[config.mk]
export PLATFORM = sky130hd
export DESIGN_NAME = bt656_in
export DESIGN_NICKNAME = d
export VERILOG_FILES = /design/src/rtl/bt656_in.sv
export SDC_FILE = /design/constraint.sdc
export NUM_CORES = 1
export LEC_CHECK = 0
export ABC_AREA = 1
export CAP_MARGIN = 30
export CORE_MARGIN = 2
export CORE_UTILIZATION = 50
export DETAILED_ROUTE_END_ITERATION = 8
export PLACE_DENSITY = 0.79
export SYNTH_ARGS = -nofsm -noshare
export SYNTH_HDL_FRONTEND = slang
export SYNTH_SLANG_ARGS = --single-unit
[constraint.sdc]
create_clock -name CLK_i -period 2.2 [get_ports CLK_i]
set_input_delay 0.44 -clock CLK_i [delete_from_list [all_inputs] [get_ports CLK_i]]
set_output_delay 0.44 -clock CLK_i [all_outputs]
set_load 0.05 [all_outputs]
[src/rtl/bt656_in.sv]
// ---------------------------------------------------------------------------
// bt656_in
//
// BT.656 byte-stream input decoder. Finds timing reference codes
// (FF 00 00 XY), checks the XY protection bits, tracks the F/V/H flags,
// marks active-video bytes and keeps pixel/line counters. A watchdog drops
// lock when no valid TRS has been seen for WDOG_LEN cycles.
//
// Build option:
//   BT656_IN_ECC_EN - when defined, a single-bit error in the F/V/H/P3..P0
//                     bits of an XY byte is corrected and the code accepted.
//                     Double errors are still rejected.
//
// Parameters:
//   WDOG_LEN       cycles without an accepted XY before lock is lost
//
// Ports:
//   CLK_i          byte clock
//   RST            asynchronous reset, active-high
//   EN_i           decoder enable
//   DIN_i[7:0]     BT.656 byte stream
//   PIX_o[7:0]     DIN_i delayed one cycle
//   PIX_VD_o       PIX_o is an active-video byte
//   F_o/V_o/H_o    flags of the last accepted TRS
//   LINE_START_o   pulse on accepted SAV with V=0
//   FIELD_START_o  pulse on first active SAV of a field
//   FRAME_START_o  FIELD_START_o with F=0
//   PIX_CNT_o      active byte index in line (saturates at 2047)
//   LINE_CNT_o     active line index in field (saturates at 1023)
//   SYNC_ERR_o     pulse on a rejected TRS
//   LOCKED_o       decoder locked
//
// All outputs are registered and change one cycle after the byte that
// caused them. The internal 'state' register is the TRS parser state.
// ---------------------------------------------------------------------------
`default_nettype none

module bt656_in #(
    parameter int WDOG_LEN = 2048
) (
    input  logic        CLK_i,
    input  logic        RST,
    input  logic        EN_i,
    input  logic [7:0]  DIN_i,
    output logic [7:0]  PIX_o,
    output logic        PIX_VD_o,
    output logic        F_o,
    output logic        V_o,
    output logic        H_o,
    output logic        LINE_START_o,
    output logic        FIELD_START_o,
    output logic        FRAME_START_o,
    output logic [10:0] PIX_CNT_o,
    output logic [9:0]  LINE_CNT_o,
    output logic        SYNC_ERR_o,
    output logic        LOCKED_o
);

    localparam int WDOG_W = (WDOG_LEN > 1) ? $clog2(WDOG_LEN + 1) : 1;
    localparam logic [WDOG_W-1:0] WDOG_LAST = WDOG_W'(WDOG_LEN - 1);

    typedef enum logic [1:0] {
        S_SCAN = 2'd0,
        S_FF   = 2'd1,
        S_Z1   = 2'd2,
        S_Z2   = 2'd3
    } state_t;

    state_t            state;
    logic              prev_zero;   // previous enabled byte was 0x00
    logic              active;      // inside an active-video line
    logic              field_pend;  // V=1 seen, next line start opens a field
    logic [WDOG_W-1:0] wdog;

    logic              is_ff;
    logic              is_00;
    logic [3:0]        syndrome;
    logic [2:0]        fvh_fix;     // {F,V,H} after optional correction
    logic              code_ok;
    logic              xy_ok;
    logic              xy_eval;
    logic              xy_accept;
    logic              xy_reject;
    logic              orphan_zero;
    logic              sync_err;
    logic              wdog_expire;
    logic              lock_drop;
    logic              sav;
    logic              v_mark;
    logic              line_start;

    assign is_ff = (DIN_i == 8'hFF);
    assign is_00 = (DIN_i == 8'h00);

    // XY decode. Syndrome bit set means that protection bit disagrees with
    // the F/V/H bits as received.
    always_comb begin
        syndrome = {DIN_i[3] ^ DIN_i[5] ^ DIN_i[4],
                    DIN_i[2] ^ DIN_i[6] ^ DIN_i[4],
                    DIN_i[1] ^ DIN_i[6] ^ DIN_i[5],
                    DIN_i[0] ^ DIN_i[6] ^ DIN_i[5] ^ DIN_i[4]};
        fvh_fix  = DIN_i[6:4];
        code_ok  = 1'b0;
`ifdef BT656_IN_ECC_EN
        // Single errors give odd-weight syndromes: weight 1 is a flipped
        // protection bit, 0111/1011/1101 a flipped F/V/H. Even weight
        // (double error) and 1110 cannot be corrected.
        case (syndrome)
            4'b0000, 4'b1000, 4'b0100, 4'b0010, 4'b0001: code_ok = 1'b1;
            4'b0111: begin
                code_ok    = 1'b1;
                fvh_fix[2] = ~DIN_i[6];
            end
            4'b1011: begin
                code_ok    = 1'b1;
                fvh_fix[1] = ~DIN_i[5];
            end
            4'b1101: begin
                code_ok    = 1'b1;
                fvh_fix[0] = ~DIN_i[4];
            end
            default: code_ok = 1'b0;
        endcase
`else
        code_ok = (syndrome == 4'b0000);
`endif
        xy_ok = DIN_i[7] & code_ok;
    end

    // A 0xFF in the XY slot restarts the TRS rather than being judged.
    assign xy_eval     = EN_i && (state == S_Z2) && !is_ff;
    assign xy_accept   = xy_eval && xy_ok;
    assign xy_reject   = xy_eval && !xy_ok;
    // 00 00 seen while scanning means the FF that should lead it is missing.
    assign orphan_zero = EN_i && (state == S_SCAN) && prev_zero && is_00;
    assign sync_err    = xy_reject || orphan_zero;
    // An accepted XY on the expiry cycle keeps the lock.
    assign wdog_expire = LOCKED_o && (wdog == WDOG_LAST) && !xy_accept;
    assign lock_drop   = sync_err || wdog_expire;

    assign sav        = xy_accept && !fvh_fix[0];
    assign v_mark     = xy_accept && fvh_fix[1];
    assign line_start = xy_accept && !fvh_fix[1] && !fvh_fix[0];

    always_ff @(posedge CLK_i or posedge RST) begin
        if (RST) begin
            state         <= S_SCAN;
            prev_zero     <= 1'b0;
            active        <= 1'b0;
            field_pend    <= 1'b0;
            wdog          <= '0;
            PIX_o         <= 8'h00;
            PIX_VD_o      <= 1'b0;
            F_o           <= 1'b0;
            V_o           <= 1'b0;
            H_o           <= 1'b0;
            LINE_START_o  <= 1'b0;
            FIELD_START_o <= 1'b0;
            FRAME_START_o <= 1'b0;
            PIX_CNT_o     <= 11'd0;
            LINE_CNT_o    <= 10'd0;
            SYNC_ERR_o    <= 1'b0;
            LOCKED_o      <= 1'b0;
        end else begin
            PIX_o <= DIN_i;

            if (!EN_i) begin
                // Disabled: parser idle, lock and active flag lost,
                // counters and F/V/H keep their values.
                state         <= S_SCAN;
                prev_zero     <= 1'b0;
                active        <= 1'b0;
                wdog          <= '0;
                PIX_VD_o      <= 1'b0;
                LINE_START_o  <= 1'b0;
                FIELD_START_o <= 1'b0;
                FRAME_START_o <= 1'b0;
                SYNC_ERR_o    <= 1'b0;
                LOCKED_o      <= 1'b0;
            end else begin
                // TRS parser
                case (state)
                    S_SCAN: if (is_ff) state <= S_FF;
                    // A repeated FF still leads a possible TRS.
                    S_FF: begin
                        if (is_00)      state <= S_Z1;
                        else if (is_ff) state <= S_FF;
                        else            state <= S_SCAN;
                    end
                    S_Z1: begin
                        if (is_00)      state <= S_Z2;
                        else if (is_ff) state <= S_FF;
                        else            state <= S_SCAN;
                    end
                    S_Z2: begin
                        if (is_ff) state <= S_FF;
                        else       state <= S_SCAN;
                    end
                    default: state <= S_SCAN;
                endcase
                prev_zero <= is_00;

                // Valid flag describes the byte being registered into PIX_o.
                PIX_VD_o <= active && !is_ff && (state != S_Z2);

                if (lock_drop || is_ff)
                    active <= 1'b0;
                else if (xy_accept)
                    active <= !fvh_fix[1] && !fvh_fix[0];

                if (xy_accept)
                    {F_o, V_o, H_o} <= fvh_fix;

                if (xy_accept)
                    LOCKED_o <= 1'b1;
                else if (lock_drop)
                    LOCKED_o <= 1'b0;

                if (xy_accept || !LOCKED_o || lock_drop)
                    wdog <= '0;
                else
                    wdog <= wdog + 1'b1;

                SYNC_ERR_o    <= sync_err;
                LINE_START_o  <= line_start;
                FIELD_START_o <= line_start && field_pend;
                FRAME_START_o <= line_start && field_pend && !fvh_fix[2];

                // PIX_CNT_o trails PIX_VD_o by a cycle so that it shows the
                // index of the byte currently in PIX_o, and the byte count
                // once the line has ended.
                if (sav)
                    PIX_CNT_o <= 11'd0;
                else if (PIX_VD_o && (PIX_CNT_o != 11'd2047))
                    PIX_CNT_o <= PIX_CNT_o + 11'd1;

                if (v_mark)
                    field_pend <= 1'b1;
                else if (line_start)
                    field_pend <= 1'b0;

                if (v_mark)
                    LINE_CNT_o <= 10'd0;
                else if (line_start && !field_pend && (LINE_CNT_o != 10'd1023))
                    LINE_CNT_o <= LINE_CNT_o + 10'd1;
            end
        end
    end

endmodule

`default_nettype wire

* Yosys cells after proc, flatten, opt, wreduce, memory -nomap -nowiden
Cells that the tools add are included.
** Storage, ports and cells
- Word-level logic and storage cells :: 111
- Input port bits :: 11
- Register bits :: 55
- Output and inout port bits :: 38
** Operators by class
- Muxes and demuxes :: 26
- Bitwise operators :: 10
- Reduce and logical (&&, ||, !) cells :: 44
- Equality and inequality tests :: 11
- $add $sub $neg :: 3
** Operator list (number)
- 12-bit two-way mux :: 2
- 11-bit two-way mux :: 2
- 1-bit logical AND :: 21
- 10-bit two-way mux :: 2
- 1-bit two-way mux :: 15
- 12-bit by 1-bit adder with 12-bit output, second input constant :: 1
- 12-bit by 11-bit == test with 1-bit output, second input constant :: 1
- 11-bit by 1-bit adder with 11-bit output, second input constant :: 1
- 11-bit != test, second input constant :: 1
- 10-bit by 1-bit adder with 10-bit output, second input constant :: 1
- 10-bit != test, second input constant :: 1
- 1-bit bitwise XOR :: 9
- 8-bit == test, second input constant :: 1
- 1-bit logical NOT :: 8
- 8-bit logical NOT :: 1
- 2-bit two-way mux :: 4
- 2-bit one-hot mux with 4 select lines :: 1
- 2-bit AND reduction :: 4
- 3-bit by 1-bit != test with 1-bit output, second input constant :: 2
- 2-bit nonzero test :: 3
- 1-bit logical OR :: 5
- 2-bit == test, second input constant :: 2
- 4-bit logical NOT :: 1
- 3-bit != test, second input constant :: 1
- other kinds (4) :: 4

* Logic depth before layout (Yosys ltp)
Gate-level depths: netlist (run 1).
- Depth in word-level cells :: 12
- Gate-level depth with buffers :: 14
- Depth with buffers taken out :: 14

* Worst setup path after synthesis (run 1)
No wires, ideal clock.
- Path kind :: reg2reg
- Start point :: register PIX_CNT_o[0]
- End point :: register PIX_CNT_o[0]
- Slack :: -0.008 ns
- Cell stages (with the launch flop) :: 10
- Data arrival time :: 2.094 ns
- Data required time :: 2.086 ns
- Library setup time :: 0.114 ns
- Clock period less this slack :: 2.208 ns
- Path buffers :: 0
- Cell sequence :: dfrtp_1 > ha_1 > nand3_1 > nor2_1 > nand4_1 > nand2_2 > inv_1 > or2_2 > nand3_1 > inv_1
** On the way
- Cells in the longest elaborated chain, start to end :: 4
- Elaborated cells on any way between the ends :: 7
- Classes of those cells :: 1 x add/sub; 1 x eq/ne; 2 x mux; 3 x reduce/logical
** RTL lines
- start: declaration :: line 53 : output logic [10:0] PIX_CNT_o,
- start signal: assignment :: line 235 : PIX_CNT_o <= PIX_CNT_o + 11'd1;
- parallel branches: the longest is 4 deep, another holds 11-bit by 1-bit adder with 11-bit output
Parallel ways; which one is timed is not known. The select of a mux whose other input is x is not followed.
A chain may end at the register's enable or synchronous reset.

* Worst setup path in the final report (run 1)
- Start point :: register LINE_CNT_o[3]
- End point :: output LINE_CNT_o[3]
** RTL lines
- start: declaration :: line 54 : output logic [9:0] LINE_CNT_o,
- start signal: assignment :: line 245 : LINE_CNT_o <= LINE_CNT_o + 10'd1;
No word-level cell between the ends.

==> results of run 1 <==
-- how the worst min path moves through the flow --
stage                             end  slack, ns  cells after the start              start
finish              wdog[0]$_DFF_PP0_       0.47                      1  wdog[0]$_DFF_PP0_
global route        wdog[0]$_DFF_PP0_       0.49                      1  wdog[0]$_DFF_PP0_
CTS                 wdog[0]$_DFF_PP0_       0.47                      1  wdog[0]$_DFF_PP0_
detailed placement  wdog[0]$_DFF_PP0_       0.45                      1  wdog[0]$_DFF_PP0_
global placement    wdog[0]$_DFF_PP0_       0.45                      1  wdog[0]$_DFF_PP0_
floorplan           wdog[0]$_DFF_PP0_       0.43                      1  wdog[0]$_DFF_PP0_
-- final cells by class --
class                   instances  area, um^2  area share [%]
well taps                      72        90.1            2.45
inverters                      57         214            5.82
flip-flops and latches         55        1380            37.5
multi-input cells             227        1190            32.3
clock buffers                   8         100            2.72
repair buffers                 76         706            19.2
-- cell families (layout without fill, tap and decap cells) --
| group | Yosys count | count (layout) | share of synthesized area, % |
|---|---|---|---|
| xor gates and xnor gates | 11 | 11 | 3.43 |
| and+or+nand+nor | 185 | 185 | 32.0 |
| adders and majority gates | 3 | 3 | 1.34 |
| DFF | 55 | 55 | 49.0 |
| buffers and inverters | 61 | 141 | 8.87 |
| AOI/OAI and AO/OA | 28 | 28 | 5.35 |
-- worst register-to-register path: stages (launching register included) --
cell	delay [ns]
dfrtp_2	0.44
ha_1	0.22
nand3_1	0.13
nor2_1	0.17
nand4_1	0.16
nand2_2	0.19
inv_1	0.17
or2_2	0.30
nand3_1	0.08
inv_1	0.04
-- registers in the layout, indices dropped and copies added, names as in the netlist --
register / count
wdog: 12
PIX_CNT_o: 11
LINE_CNT_o: 10
PIX_o: 8
state: 2
FIELD_START_o: 1
FRAME_START_o: 1
F_o: 1
H_o: 1
LINE_START_o: 1
LOCKED_o: 1
PIX_VD_o: 1
SYNC_ERR_o: 1
V_o: 1
active: 1
field_pend: 1
prev_zero: 1
-- synth_stat cells (5+ instances only) --
cell,number
inv_1,52
nor2_1,33
xor2_1,6
nor3_2,9
nand2_1,71
a21oi_1,6
nand4_1,9
nand3_1,34
inv_2,5
xnor2_1,5
nor3_1,11
o21ai_0,16
dfrtp_1,55
-- routing by layer --
layer / vias to the layer above / track usage, % / share of wire [%]
met3: 8 / 4.09 / 5.1
met1: 1215 / 27.9 / 44
met4: 0 / 5.86 / 1.1
li1: 1257 / - / -
met2: 79 / 36.2 / 49
met5: - / 0 / 0
-- where the power goes --
part	internal (W)	switching, W
combinational	0.0000607	0.000107
sequential	0.00102	0.00000490
clock	0.000288	0.000332
-- metrics by stage --
step | setup slack [ns] | std cells | power [W]
3_3_place_gp | -0.122 | 487 | 0.00121
2_1_floorplan | 0.0326 | 343 | 0.00113
4_1_cts | 0.0860 | 495 | 0.00183
5_1_grt | -0.0228 | 495 | 0.00189
3_5_place_dp | -0.173 | 487 | 0.00121
6_report | 0.0919 | 495 | 0.00181
==> results.md, run 1 <==
- Outcome: complete, no violations
- Max Slew Vio Count: 0
- Slew HR: between 60% and 70%
- Slowest CP cell: clkdlybuf4s50_1
- WHS: roughly 0.47 ns
- GRT Total Usage: 21.3%
- Commonest non-fill, non-tap cells in the layout: 71 x nand2_1, 54 x dfrtp_1, 51 x inv_1
- Setup crit start kind: flip-flop
- H-tree levels: 2
- Setup crit start: LINE_CNT_o[3]$_DFFE_PP0P_
- Global-route wire length before repair: 10600 um
- Most common cell after layout, fill and taps aside: nand2_1
- Number of enable flip-flop cells after synthesis: 0
- Die area: between 6000 and 7000 um^2
- Avg Inst Size Synth: about 8.2 um^2
- Clock Latency Late Sink: slightly above 0.3 ns
- CTS tree: yes
- Final Instance Area: ~3700 um^2
- Dpl hpwl: 4510 um
- Post_cts resized: 0
- Fin util: between 60% and 70%
- DR vias/cell: 5.17
- TritonCTS Buffers: 5
- Tightest Hold Check Type: flip-flop to flip-flop
- Share of post-route cells with drive strength above 1: between 10% and 20%
- Max Cap Viol: 0
- Vias: about 2.6k
- Final wirelength: 6320 um
- Asr flop ratio synth: 100%
- Reg2reg start: PIX_CNT_o[0]$_DFFE_PP0P_
- Setup_tns: 0 ns
- Drt drc: 0
- Worst path bufs/invs: 1
- Syn nets: between 300 and 400
- DRT iter0 DRCs: roughly 160
- Synth Register Bits: 55
- R2r worst-path depth: 9
- # rows: 27
- Clock transition at path regs: about 0.10 ns
- Reg2reg end: PIX_CNT_o[0]$_DFFE_PP0P_
- Initial antenna violation count: 0
- Area after DPL: between 3000 and 4000 um^2
- Leakage Power: 1.80 nW
- Critical path depth: 1
- Post-synthesis sequential area ratio: 49.0%
- Final hold violation count: 0
- Setup-failing EPs final: 0
- CTS Hold Bufs: 0
- GP Congestion: about 0.9
- Critical-path cell list: clkdlybuf4s50_1
- Die X: approximately 79 um
- Vias in the first global route: roughly 2.4k
- Die height: approximately 79 um
- Ys Warns: 0
- CP delay by family, top: buffers and inverters
- Final ANT Viol Nets: 0
- Nets: about 440
- Port bufs: 48
- Tcrit/Tclk final: 95.8%
- Crit. End Element: primary output
- CP Max Fanout: 6
- Min Tclk post-route: roughly 2.1 ns
- GRT Residual Overflow: 0
- Share of the synthesized area in the top cell type: 49.0%
- Fillers: around 470
- Syn-to-layout area delta: 30.9%
- Skew final: roughly 0.0073 ns
- Largest net degree at the start of global routing: 56
- CTS Buffer Depth: 2
- WS Path Type: flip-flop to primary output
- Drt pass-1 iters: 8
- Slowest stage delay, CP: roughly 0.86 ns
- F_max: about 470 MHz
- Dominant synthesized flop cell: dfrtp_1
- Pwr/cell area: ~490 nW/um^2
- Core area: 5470 um^2
- IO Count: 49
- Clk sinks: 55
- Tightest Pin Transition: ~0.51 ns
- CP arrival: 1.67 ns
- Cell taking the most area after synthesis: dfrtp_1
- Cell count after synthesis: between 300 and 400
- Average routed wire per standard cell: roughly 13 um
- Top post-synthesis cells by area: dfrtp_1 49%, nand2_1 9.5%, inv_1 7.0%, nand3_1 6.1%, nor2_1 4.4%
- Root Buffer: clkbuf_8
- CP required: around 1.8 ns
- # Post-CTS Setup Buffers: 0
- Initial Util: 51.3%
- Critical Path Sink: LINE_CNT_o[3]
- Diodes inserted: 0
- Mapped Area: between 2000 and 3000 um^2
- R2r setup slk: ~0.22 ns
- Max VDD drop: approximately 0.00044 V
- Library cells used by synthesis: 31
Note: power is estimated with default switching activity, not from simulation.
==> run 2, diff against run 1 <==
==> config.mk (replaced) <==
export PLATFORM = sky130hd
export DESIGN_NAME = bt656_in
export DESIGN_NICKNAME = d
export VERILOG_FILES = /design/src/rtl/bt656_in.sv
export SDC_FILE = /design/constraint.sdc
export NUM_CORES = 1
export LEC_CHECK = 0
export ABC_AREA = 0
export CAP_MARGIN = 30
export CORE_MARGIN = 8
export CORE_UTILIZATION = 50
export DETAILED_ROUTE_END_ITERATION = 8
export MAX_ROUTING_LAYER = met4
export PLACE_DENSITY = 0.8
export SYNTH_ARGS = -nofsm -noshare
export SYNTH_HDL_FRONTEND = slang
export SYNTH_SLANG_ARGS = --single-unit
==> run 2 against run 1 <==
Effect of this change: via count is 16% lower; total power is 0.64% higher; synthesized cell count is 30% lower; setup slack worse by 0.070 ns; first-iteration DRC count is 50% lower; highest routed layer unchanged.
==> results.md, run 2 <==
- Outcome: complete, no violations
- Metal2 WL: 2980 um (-4.6%)
- Global-route wire length before repair: 10000 um (-5.7%)
- Critical Path Sink: LINE_CNT_o[7]$_DFFE_PP0P_
- Setup crit start: DIN_i[4]
- DRT iter0 DRCs: 81 (-50%)
- Slowest stage delay, CP: 0.55 ns (-0.31 ns)
- Largest net degree at the start of global routing: 56 (unchanged)
- Final hold violation count: 0 (unchanged)
- CP required: 2.44 ns (+0.68 ns)
- Setup_tns: 0 ns (unchanged)
- Reg2reg start: LINE_CNT_o[0]$_DFFE_PP0P_
- Initial Util: 50.8% (-0.53 points)
- CTS Buffer Depth: 2 (unchanged)
- Syn-to-layout area delta: 37.5%
- R2r worst-path depth: 6 (-3)
- Drt drc: 0 (unchanged)
- Dpl hpwl: 4250 um (-5.9%)
- # placed instances: 383 (-21%)
- Initial antenna violation count: 0 (unchanged)
- Final ANT Viol Nets: 0 (unchanged)
- CP arrival: 2.42 ns (+0.75 ns)
- CP Max Fanout: 8 (+2)
- Met3 wire length: 349 um (+9.1%)
- Share of the synthesized area in the top cell type: 54.5% (+5.4 points)
- CTS tree: yes
- Core area: 4980 um^2 (-9.1%)
- Biggest regs: wdog x12, PIX_CNT_o x11, LINE_CNT_o x10
- Clock Latency Late Sink: 0.31 ns (about the same)
- H-tree levels: 2 (unchanged)
- Library cells used by synthesis: 43 (+39%)
- Diodes inserted: 0 (unchanged)
- Vias in the first global route: 2208 (-7.3%)
- Setup-failing EPs final: 0 (unchanged)
- CTS Hold Bufs: 0 (unchanged)
- Nets: 339 (-22%)
- M1 WL: 2570 um (-8.3%)
- WS Path Type: input port to flip-flop
- Dominant synthesized flop cell: dfrtp_1
- Fin cells: 395 (-20%)
- Max Cap Viol: 0 (unchanged)
- Ys Warns: 0 (unchanged)
- Skew final: 0.00998 ns (+0.00265 ns)
- Leakage Power: 1.53 nW (-15%)
- Cell taking the most area after synthesis: dfrtp_1
- Drt pass-1 iters: 4 (-4)
- Root Buffer: clkbuf_8
- RSZ-0062 raised after global routing: false
- Cell count after synthesis: 239 (-30%)
- GP Congestion: 0.815 (-10%)
- Top post-synthesis cells by area: dfrtp_1 54%, xor2_1 5.9%, nor2_1 4.6%, nand3_1 3.4%, xnor2_1 2.8%
- R2r setup slk: 0.07 ns (-0.15 ns)
- Synth Register Bits: 55 (unchanged)
- Area after DPL: 3300 um^2 (-7.6%)
- Sw frac: 22.7% (-1.8 points)
- Post-synthesis sequential area ratio: 54.5% (+5.4 points)
- Clock Power Share: 35.8% (+1.6 points)
- Hold depth: 1 (unchanged)
- Most common cell after layout, fill and taps aside: dfrtp_1
- Tcrit/Tclk final: 99.0% (+3.2 points)
- Max Slew Vio Count: 0 (unchanged)
- GRT Total Usage: 17.2% (-4.1 points)
- Int Power: 0.00141 W (+3.0%)
- Tightest Hold Check Type: input port to flip-flop
- Crit. End Element: flip-flop
- IO Count: 49 (unchanged)
- Most frequent cell after synthesis: dfrtp_1
- Tightest Pin Transition: 0.531 ns (+0.0164 ns)
- Die X: 87.1 um (+10%)
- Die area: 7580 um^2 (+22%)
- Avg Inst Size Synth: 10.6 um^2 (+29%)
- Final wirelength: 6060 um (-4.2%)
- Average routed wire per standard cell: 15.3 um (+20%)
- Share of post-route cells with drive strength above 1: 21.5% (+6.4 points)
- Setup crit start kind: input port
- # rows: 26 (-3.7%)
- Number of flip-flops in the largest register: 12 (unchanged)
- F_max: 459 MHz (-3.2%)
- Final Instance Area: 3470 um^2 (-5.4%)
- Reg2reg end: LINE_CNT_o[7]$_DFFE_PP0P_
- Port bufs: 48 (unchanged)
- Sequential share of power: 55.8% (-0.7 points)
- Die height: 87.1 um (+10%)
- GRT Residual Overflow: 0 (unchanged)
- Top Layer Used: met4
- Slew HR: 64.5% (-1.1 points)
- Clk sinks: 55 (unchanged)
- TritonCTS Buffers: 5 (unchanged)
- Asr flop ratio synth: 100% (unchanged)
- Mapped Area: 2530 um^2 (-10%)
- DR vias/cell: 5.44 (+5.2%)
- Max VDD drop: 0.000382 V (-14%)
- Syn nets: 253 (-29%)
- Clock transition at path regs: 0.10 ns (about the same)
- Commonest non-fill, non-tap cells in the layout: 55 x dfrtp_1, 39 x clkdlybuf4s50_1, 36 x buf_4
- Slowest CP cell: a2111o_2
- Min Tclk post-route: 2.18 ns (+0.0701 ns)
- Comb power frac: 8.3% (-0.9 points)
- Vias: 2148 (-16%)
- Critical-path cell list: clkdlybuf4s15_2 > xor2_1 > or3_4 > a2111o_2 > or4_1 > a21oi_1
- WHS: 0.310 ns (-0.156 ns)
- Psw: 0.000414 W (-6.8%)
- Worst Min Path Start: DIN_i[1]
- Synth top cells by count: 55 x dfrtp_1, 31 x nor2_1, 17 x nand3_1, 17 x xor2_1, 16 x nand2_1
- Largest reg by FF count: wdog
- Pwr/cell area: 525 nW/um^2 (+6.4%)
- Number of enable flip-flop cells after synthesis: 0 (unchanged)
==> run 2: through the flow <==
stage	util, %	total power (W)	setup slack, ns
after CTS	69.5	0.00184	0.00893
after detailed placement	66.2	0.00118	-0.665
after global routing	69.8	0.00188	0.000861
final	69.8	0.00183	0.0218
after floorplan	-	0.00111	0.0111
after global placement	66.2	0.00118	-0.590
==> run 2: routing by layer <==
| layer | vias to the layer above | GRT usage, % |
|---|---|---|
| met2 | 74 | 28.2 |
| met4 | 0 | 6.26 |
| met3 | 22 | 4.72 |
| met1 | 1037 | 19.6 |
| met5 | - | - |
| li1 | 1015 | - |
==> run 2: worst min path at each step <==
| stage | slack [ns] | end |
|---|---|---|
| floorplan | 0.47 | wdog[0]$_DFF_PP0_ |
| global placement | 0.48 | active$_DFFE_PP0P_ |
| detailed placement | 0.48 | active$_DFFE_PP0P_ |
| CTS | 0.46 | PIX_o[3]$_DFF_PP0_ |
| global route | 0.31 | PIX_o[1]$_DFF_PP0_ |
| finish | 0.31 | PIX_o[1]$_DFF_PP0_ |
==> run 2: power groups by stage <==
| stage | sequential (W) | combinational [W] | clock, W |
|---|---|---|---|
| 2_1_floorplan | 0.00107 | 0.0000416 | 0 |
| 3_3_place_gp | 0.00104 | 0.000142 | 0 |
| 3_5_place_dp | 0.00104 | 0.000145 | 0 |
| 4_1_cts | 0.00102 | 0.000153 | 0.000668 |
| 5_1_grt | 0.00102 | 0.000163 | 0.000698 |
| 6_report | 0.00102 | 0.000152 | 0.000654 |
==> run 2: cell families (layout without fill, tap and decap cells) <==
| group | Yosys count | after routing | synth area share [%] |
|---|---|---|---|
| muxes | 5 | 5 | 2.18 |
| buffers and inverters | 13 | 98 | 3.22 |
| xor gates and xnor gates | 25 | 25 | 8.67 |
| AOI/OAI and AO/OA | 31 | 32 | 8.27 |
| DFF | 55 | 55 | 54.5 |
| and+or+nand+nor | 107 | 107 | 21.7 |
| adders and majority gates | 3 | 3 | 1.49 |
==> run 2: cell type report <==
type	count	area, um^2
flip-flops and latches	55	1380
well taps	70	87.6
multi-input cells	172	1130
repair buffers	85	753
clock buffers	5	68.8
fillers	377	1500
clock inverters	2	37.5
inverters	6	22.5
==> run 2: critical path: cells and delay by family <==
kind | cells | cell delay (ns)
simple gates | 2 | 0.85
buf+inv | 1 | 0.23
xor+xnor | 1 | 0.18
compound gates | 2 | 0.71
==> run 2: repair_timing <==
action                     CTS  global route
resized for setup           24            10
setup buffers                2             2
setup endpoints to repair   41            11
gates cloned                 1             0
pin swaps                    6             3
==> run 3, diff against run 2 <==
--- a/config.mk
+++ b/config.mk
@@ -7,11 +7,13 @@
 export LEC_CHECK = 0
 export ABC_AREA = 0
 export CAP_MARGIN = 30
+export CELL_PAD_IN_SITES_DETAIL_PLACEMENT = 0
+export CELL_PAD_IN_SITES_GLOBAL_PLACEMENT = 1
 export CORE_MARGIN = 8
-export CORE_UTILIZATION = 50
+export CORE_UTILIZATION = 40
 export DETAILED_ROUTE_END_ITERATION = 8
 export MAX_ROUTING_LAYER = met4
-export PLACE_DENSITY = 0.8
+export PLACE_DENSITY = 0.82
 export SYNTH_ARGS = -nofsm -noshare
 export SYNTH_HDL_FRONTEND = slang
 export SYNTH_SLANG_ARGS = --single-unit
==> constraint.sdc (replaced) <==
create_clock -name CLK_i -period 2.2 [get_ports CLK_i]
set_input_delay 0.44 -clock CLK_i [delete_from_list [all_inputs] [get_ports CLK_i]]
set_output_delay 0.44 -clock CLK_i [all_outputs]
set_load 0.005 [all_outputs]
==> run 3 against run 2 <==
Effect of this change: total power fell by 9.1%; hold slack improved by 0.022 ns; combinational power fell by 19%; highest routed layer unchanged; routed wire length fell by 1.2%; first-iteration DRC count fell by 44%.
==> results.md, run 3 (synthesized netlist as in run 2, its figures left out) <==
- CP Max Fanout: 7 (-1)
- Drt drc: 0 (unchanged)
- WS Path Type: input port to flip-flop
- Worst Min Path Start: DIN_i[4]
- # rows: 29 (+12%)
- Hold Crit Endpoint: PIX_o[4]$_DFF_PP0_
- Outcome: complete, no violations
- Die height: 95.5 um (+9.6%)
- Vias in the first global route: 2168 (-1.8%)
- Crit. End Element: flip-flop
- R2r setup slk: 0.15 ns (+0.08 ns)
- Root Buffer: clkbuf_8
- Commonest non-fill, non-tap cells in the layout: 55 x dfrtp_1, 39 x clkdlybuf4s50_1, 31 x nor2_1, 31 x buf_4
- H-tree levels: 2 (unchanged)
- Reg2reg end: LINE_CNT_o[5]$_DFFE_PP0P_
- Sw frac: 22.2% (-0.45 points)
- Vias: 2066 (-3.8%)
- Final ANT Viol Nets: 0 (unchanged)
- Clock Power Share: 31.1% (-4.7 points)
- Comb power frac: 7.4% (-0.9 points)
- Pre-CTS setup slack: -0.660 ns (+0.00468 ns)
- F_max: 478 MHz (+4.1%)
- Hold depth: 1 (unchanged)
- CTS tree: yes
- Clk sinks: 55 (unchanged)
- Largest net degree at the start of global routing: 56 (unchanged)
- Tcrit/Tclk final: 95.1% (-3.9 points)
- Dpl hpwl: 4090 um (-3.7%)
- Int Power: 0.00129 W (-8.6%)
- Core area: 6240 um^2 (+25%)
- DRT iter0 DRCs: 45 (-44%)
- Average routed wire per standard cell: 15.1 um (-1.7%)
- Final Instance Area: 3450 um^2 (-0.76%)
- RSZ-0062 raised after global routing: false
- Syn-to-layout area delta: 36.5%
- Tightest Pin Transition: 0.638 ns (+0.107 ns)
- GP Congestion: 0.763 (-6.4%)
- WHS: 0.332 ns (+0.0223 ns)
- Max VDD drop: 0.000267 V (-30%)
- DR vias/cell: 5.20 (-4.3%)
- Share of post-route cells with drive strength above 1: 19.7% (-1.9 points)
- Diodes inserted: 0 (unchanged)
- Biggest regs: wdog x12, PIX_CNT_o x11, LINE_CNT_o x10
- Area after DPL: 3280 um^2 (-0.42%)
- Final hold violation count: 0 (unchanged)
- Worst Slack Setup Final: 0.108 ns (+0.0858 ns)
- Skew final: 0.00796 ns (-0.00201 ns)
- Clock Latency Late Sink: 0.30 ns (about the same)
- R2r worst-path depth: 5 (-1)
- Final wirelength: 5980 um (-1.2%)
- Reg2reg start: state[0]$_DFFE_PP0P_
- Global-route wire length before repair: 10400 um (+3.7%)
- Number of flip-flops in the largest register: 12 (unchanged)
- Max Cap Viol: 0 (unchanged)
- Clock transition at path regs: 0.09 ns (about the same)
- Slew HR: 56.9% (-7.6 points)
- Setup-failing EPs final: 0 (unchanged)
- Largest reg by FF count: wdog
- Initial antenna violation count: 0 (unchanged)
- Fin cells: 397 (+0.51%)
- CP required: 2.44 ns (about the same)
- # placed instances: 387 (+1.0%)
- TritonCTS Buffers: 5 (unchanged)
- IO Count: 49 (unchanged)
- Die X: 95.5 um (+9.6%)
- Initial Util: 40.5% (-10 points)
- Nets: 335 (-1.2%)
- Drt pass-1 iters: 4 (unchanged)
- GRT Residual Overflow: 0 (unchanged)
- Leakage Power: 1.52 nW (-0.53%)
- Pwr/cell area: 481 nW/um^2 (-8.4%)
- Tightest Hold Check Type: input port to flip-flop
- Setup crit start kind: input port
- CTS Hold Bufs: 0 (unchanged)
- Most common cell after layout, fill and taps aside: dfrtp_1
- Max Slew Vio Count: 0 (unchanged)
- Psw: 0.000369 W (-11%)
- Setup_tns: 0 ns (unchanged)
- GRT Total Usage: 14.6% (-2.5 points)
- CP arrival: 2.33 ns (-0.09 ns)
- Port bufs: 48 (unchanged)
- Sequential share of power: 61.4% (+5.6 points)
- Die area: 9110 um^2 (+20%)
- Min Tclk post-route: 2.09 ns (-0.0858 ns)
- CTS Buffer Depth: 2 (unchanged)
## run 3: changes by cell type in the layout (fill, tap and decap cells not counted), moves of 2 or more
cell,before,now
buf_4,36,31
clkdlybuf4s15_2,2,0
dlygate4sd2_1,4,7
o311ai_0,0,2
## run 3: final cells by class
cell class                      count  area (um^2)
Tap cell                           77         96.3
Clock buffer                        6         72.6
Multi-Input combinational cell    173         1170
Timing Repair Buffer               80          714
Sequential cell                    55         1380
Inverter                            6         22.5
Fill cell                         586         2790
## run 3: through the flow
step	power (W)	util, %
after global routing	0.00172	55.3
final	0.00166	55.3
after detailed placement	0.00116	52.6
after floorplan	0.00108	-
after CTS	0.00167	55.0
after global placement	0.00116	52.6
## run 3: power by group through the flow
stage | Combinational [W] | Sequential (W) | Clock, W
2_1_floorplan | 0.0000416 | 0.00104 | 0
3_3_place_gp | 0.000117 | 0.00104 | 0
3_5_place_dp | 0.000118 | 0.00104 | 0
4_1_cts | 0.000123 | 0.00102 | 0.000531
5_1_grt | 0.000138 | 0.00102 | 0.000561
6_report | 0.000123 | 0.00102 | 0.000516
## run 3: repair_timing
action / 4_1_cts / 5_1_grt
buffers inserted: 2 / 0
gates resized for setup: 23 / 8
setup endpoints to repair: 41 / 24
pin swaps: 7 / 4
gates cloned: 2 / 0
## run 3: critical path: stages
cell           delay, ns
dlygate4sd2_1       0.29
or2_4               0.25
mux2_4              0.30
a2111o_2            0.48
or4_4               0.44
a21oi_2             0.13
## run 3: layer usage
metal	wire [um]	track usage, %	up-vias
met2	2790	23.5	40
met3	320	4.33	4
li1	-	-	1012
met1	2830	17.9	1010
met5	0	-	-
met4	42	3.07	0
## run 3: worst max-delay path by stage
stage / slack, ns / depth (start not counted) / to / from
3_3_place_gp: -0.59 / 6 / LINE_CNT_o[5]$_DFFE_PP0P_ / DIN_i[5]
4_1_cts: 0.007 / 6 / LINE_CNT_o[5]$_DFFE_PP0P_ / DIN_i[4]
6_report: 0.11 / 6 / LINE_CNT_o[5]$_DFFE_PP0P_ / DIN_i[6]
5_1_grt: 0.002 / 7 / PIX_CNT_o[4]$_DFFE_PP0P_ / PIX_CNT_o[0]$_DFFE_PP0P_
3_5_place_dp: -0.66 / 6 / LINE_CNT_o[5]$_DFFE_PP0P_ / DIN_i[5]
2_1_floorplan: 0.01 / 6 / LINE_CNT_o[7]$_DFFE_PP0P_ / DIN_i[6]
